$ cat src/rtl/des_round_controller.sv
// Sequencing FSM for an iterative single-round DES datapath: IP load, 16 rounds,
// final permutation capture, output handshake. Optional abort input via DES_CTRL_ABORT_EN.
//
// state | meaning
// IDLE  | ready for a block; load_ip follows in_valid
// ROUND | one Feistel round per cycle, round_idx 0..ROUNDS-1
// FINAL | output register captures the inverse permutation
// DONE  | out_valid held until out_ready
module des_round_controller #(
    parameter int ROUNDS = 16,
    parameter int RND_W  = 4
) (
    input  logic             clk,
    input  logic             rst,
`ifdef DES_CTRL_ABORT_EN
    input  logic             abort,
`endif
    input  logic             in_valid,
    output logic             in_ready,
    input  logic             decrypt,
    output logic             load_ip,
    output logic             round_en,
    output logic [RND_W-1:0] round_idx,
    output logic [1:0]       key_shift,
    output logic             key_dir,
    output logic             fp_load,
    output logic             out_valid,
    input  logic             out_ready,
    output logic             busy
);

    typedef enum logic [1:0] {
        S_IDLE  = 2'd0,
        S_ROUND = 2'd1,
        S_FINAL = 2'd2,
        S_DONE  = 2'd3
    } state_t;

    state_t           state_q, state_d;
    logic [RND_W-1:0] round_q, round_d;
    logic             dec_q, dec_d;
    logic             abort_w;

`ifdef DES_CTRL_ABORT_EN
    assign abort_w = abort;
`else
    assign abort_w = 1'b0;
`endif

    // Decrypt walks the schedule backwards: round 0 uses the unrotated PC1 key.
    function automatic logic [1:0] shift_amount(input logic [RND_W-1:0] idx,
                                                input logic dec);
        logic [1:0] amt;
        if (int'(idx) == 0)
            amt = dec ? 2'd0 : 2'd1;
        else if (int'(idx) == 1 || int'(idx) == 8 || int'(idx) == 15)
            amt = 2'd1;
        else
            amt = 2'd2;
        return amt;
    endfunction

    always_ff @(posedge clk) begin
        if (rst) begin
            state_q <= S_IDLE;
            round_q <= '0;
            dec_q   <= 1'b0;
        end else begin
            state_q <= state_d;
            round_q <= round_d;
            dec_q   <= dec_d;
        end
    end

    always_comb begin
        state_d   = state_q;
        round_d   = round_q;
        dec_d     = dec_q;
        in_ready  = 1'b0;
        load_ip   = 1'b0;
        round_en  = 1'b0;
        round_idx = '0;
        key_shift = 2'd0;
        key_dir   = 1'b0;
        fp_load   = 1'b0;
        out_valid = 1'b0;
        busy      = 1'b1;

        case (state_q)
            S_IDLE: begin
                busy     = 1'b0;
                in_ready = 1'b1;
                load_ip  = in_valid;
                round_d  = '0;
                dec_d    = 1'b0;
                if (in_valid) begin
                    dec_d   = decrypt;
                    state_d = S_ROUND;
                end
            end

            S_ROUND: begin
                round_en  = 1'b1;
                round_idx = round_q;
                key_shift = shift_amount(round_q, dec_q);
                key_dir   = dec_q;
                if (abort_w) begin
                    state_d = S_IDLE;
                    round_d = '0;
                    dec_d   = 1'b0;
                end else if (round_q == RND_W'(ROUNDS - 1)) begin
                    state_d = S_FINAL;
                end else begin
                    round_d = round_q + 1'b1;
                end
            end

            S_FINAL: begin
                key_dir = dec_q;
                fp_load = ~abort_w;
                round_d = '0;
                if (abort_w) begin
                    state_d = S_IDLE;
                    dec_d   = 1'b0;
                end else begin
                    state_d = S_DONE;
                end
            end

            S_DONE: begin
                key_dir   = dec_q;
                out_valid = 1'b1;
                // abort takes precedence over a simultaneous out_ready handshake
                if (abort_w || out_ready) begin
                    state_d = S_IDLE;
                    round_d = '0;
                    dec_d   = 1'b0;
                end
            end

            default: begin
                state_d = S_IDLE;
                round_d = '0;
                dec_d   = 1'b0;
            end
        endcase
    end

endmodule

$ cat config.mk
export PLATFORM = sky130hd
export DESIGN_NAME = des_round_controller
export DESIGN_NICKNAME = d
export VERILOG_FILES = /design/src/rtl/des_round_controller.sv
export SDC_FILE = /design/constraint.sdc
export NUM_CORES = 1
export LEC_CHECK = 0
export ABC_AREA = 1
export CORE_AREA = 3 3 40 42
export CTS_CLUSTER_DIAMETER = 200
export DETAILED_ROUTE_END_ITERATION = 8
export DIE_AREA = 0 0 43 45
export DONT_BUFFER_PORTS = 1
export GPL_ROUTABILITY_DRIVEN = 0
export SETUP_SLACK_MARGIN = 0.3
export SYNTH_ARGS = -nofsm -noshare
export SYNTH_HDL_FRONTEND = slang
export SYNTH_SLANG_ARGS = --single-unit
$ cat constraint.sdc
create_clock -name clk -period 3.2 [get_ports clk]
set_clock_uncertainty 0.1 [all_clocks]
set_input_delay 0.96 -clock clk [delete_from_list [all_inputs] [get_ports clk]]
set_output_delay 0.96 -clock clk [all_outputs]
set_load 0.02 [all_outputs]
==> results.md <==
- Worst r2r src: state_q[1]
- Die area: a little under 2000 um^2
- Synthesized area per cell: 6.68 um^2
- Int Pwr: 247 uW
- Worst path required time: 2.14 ns
- Antenna diodes: 0
- Period minus WS final: 2.64 ns
- Global-route wire length before repair: ~2100 um
- Postcts setup bufs: 0
- Status: completed
- Synth Instances: 91
- Critical path data arrival time: 1.58 ns
- Class of the worst hold path: reg -> reg
- Seq. cell area: 140 um^2
- Initial Util: 47.3%
- Final worst slack: 0.557 ns
- P per Cell Area: 757 nW/um^2
- Final Max Slew Viols: 0
- Share of post-route cells with drive strength above 1: 17.9%
- Switching power: 244 uW
- Area of the multi-input gates: 382 um^2
- Final setup viols: 0
- Switching share of power: between 40% and 50%
- Sequential fraction of the synthesis area: between 20% and 30%
- Initial antenna violation count: 0
- Clock share of power: 15.8%
- CP endpoint kind: primary output
- Post-route DRC: 0
- Worst-path clk slew: 0.05 ns
- # fillers: 140
- Cts hold-fix bufs: 0
- Crit. Startpoint: round_q[0]
- Fin nets: 109
- Row Count: 13
- CTS Sinks: 7
- Cell Area, Synth: 608 um^2
- Max cap viols: 0
- Leak: about 0.35 nW
- Dpl ws: 0.822 ns
- Worst-Skew Late Latency: 0.25 ns
- Drt first pass iters: 4
- GRT overflow: 0
- Initial detailed-routing violation count: 24
- Reg power frac: a little over a quarter
- Die width: around 43 um
- Logic pwr share: 57.3%
- Area of the core: 1280 um^2
- Number of global-route vias before repair: 509
- R2r setup slk: 1.53 ns
- DP Wirelength: 983 um
- Final setup TNS: 0 ns
- CP max FO: 7
- Min-delay src: dec_q
- Clk root buf: clkbuf_4
- Final Hold Viols: 0
- Via Count: between 500 and 600
- Post-cts sizing count: 0
- Via density: ~5.0
- Max-slew headroom: 73.2%
- Port Buf Inserts: 0
- Synthesized net count: approximately 100
- WS Path Type: reg -> out
- H-tree lvl count: 1
- Util after Layout: 50.5%
- Netlist cell types: 19
- Pin count of the biggest net entering global routing: 9
- Yosys reg bits: 7
- Synthesis-to-layout area growth: 6.79%
- VDD IR-drop max: roughly 0.38 mV
- CTS tree: done
- Top Ports: 18
- Final Routed Wirelength: 1220 um
- Tcrit/Tclk final: 82.6%
- CP endpoint: key_shift[0]
- FF-to-FF path depth: 9
- RSZ-0062 raised after global routing: no
- Antenna viol nets, final: 0
- CTS Buf Count: 3
- Reg2reg end: round_q[3]
- Avg WL per Cell: between 10 and 15 um
- GRT Total Usage: 14.1%
- Startpoint types: flop
- Yosys warns: 0
- Clock buffer depth: 2
- Tightest Pin Transition: 0.401 ns
- Die Y: 45 um
- Total power: 492 uW
- Max frequency: 378 MHz
[how the worst min path moves through the flow]
stage / to / slack, ns / cells past startpoint
6_report: dec_q / 0.36 / 2
5_1_grt: dec_q / 0.39 / 2
2_1_floorplan: dec_q / 0.33 / 2
3_3_place_gp: dec_q / 0.35 / 2
4_1_cts: dec_q / 0.36 / 2
3_5_place_dp: dec_q / 0.35 / 2
[placed cells by master (no fill, tap or decap)]
master / count
or2_0: 1
dfxtp_1: 7
nor2_1: 8
nand3_2: 1
o21ai_0: 3
ha_1: 8
clkbuf_4: 3
nor3b_1: 1
nand2_4: 1
clkbuf_1: 1
clkinv_1: 1
buf_4: 1
inv_1: 17
a21oi_1: 3
nand2_1: 21
nor3b_2: 1
nand2_2: 5
nand3_1: 5
nand4_1: 2
inv_2: 2
a21oi_2: 3
[sequential cells by signal (all words and copies together), names as in the netlist]
signal,count
state_q,2
round_q,4
dec_q,1
[worst max-delay path, stage by stage, from the launching register on]
cell and delay [ns]:
dfxtp_1 0.44, ha_1 0.18, nor3b_1 0.31, nor2_1 0.07, nor2_1 0.33
[layout make-up]
| class | count | share of cell area [%] |
|---|---|---|
| clock buffer | 4 | 4.05 |
| multi-input combinational | 63 | 58.8 |
| inverter | 20 | 11.6 |
| timing repair buffer | 1 | 1.16 |
| sequential | 7 | 21.6 |
| tap | 15 | 2.89 |
[synth_stat cells (all sizes together)]
master | number | share of area [%]
or2 | 1 | 1.0
dfxtp | 7 | 23
inv | 19 | 12
buf | 1 | 1.9
nand2 | 27 | 20
nor2 | 8 | 4.9
nor3b | 2 | 3.3
nand4 | 2 | 2.1
nand3 | 6 | 5.8
a21oi | 6 | 6.8
ha | 8 | 16
o21ai | 3 | 2.5
clkinv | 1 | 0.62
[power groups by stage]
stage	sequential, mW	clock (mW)	combinational, mW
6_report	0.133	0.0775	0.282
5_1_grt	0.136	0.0856	0.322
4_1_cts	0.132	0.0801	0.285
3_5_place_dp	0.134	0	0.283
3_3_place_gp	0.134	0	0.281
2_1_floorplan	0.128	0	0.252
[kinds of logic after synthesis]
family                     after synthesis  synth area share (%)
AOI/OAI and AO/OA                        9                  9.26
adders and majority gates                8                  16.5
and+or+nand+nor                         46                  37.0
buffers and inverters                   21                  14.2
DFF                                      7                  23.0
[per-stage QoR]
stage	cells	cell area, um^2	hold WS (ns)
2_1_floorplan	91	608	0.333
3_3_place_gp	106	623	0.350
3_5_place_dp	106	623	0.353
4_1_cts	110	649	0.359
5_1_grt	110	649	0.389
6_report	110	649	0.358
[layer usage]
layer	vias up	track usage, %	wire (um)	share of wire (%)
met1	249	18.0	587	48
met3	2	2.79	81	6.6
met4	0	7.83	8	0.66
li1	285	-	-	-
met5	-	0	0	0
met2	19	22.2	542	44
(Power assumes the default switching activity.)
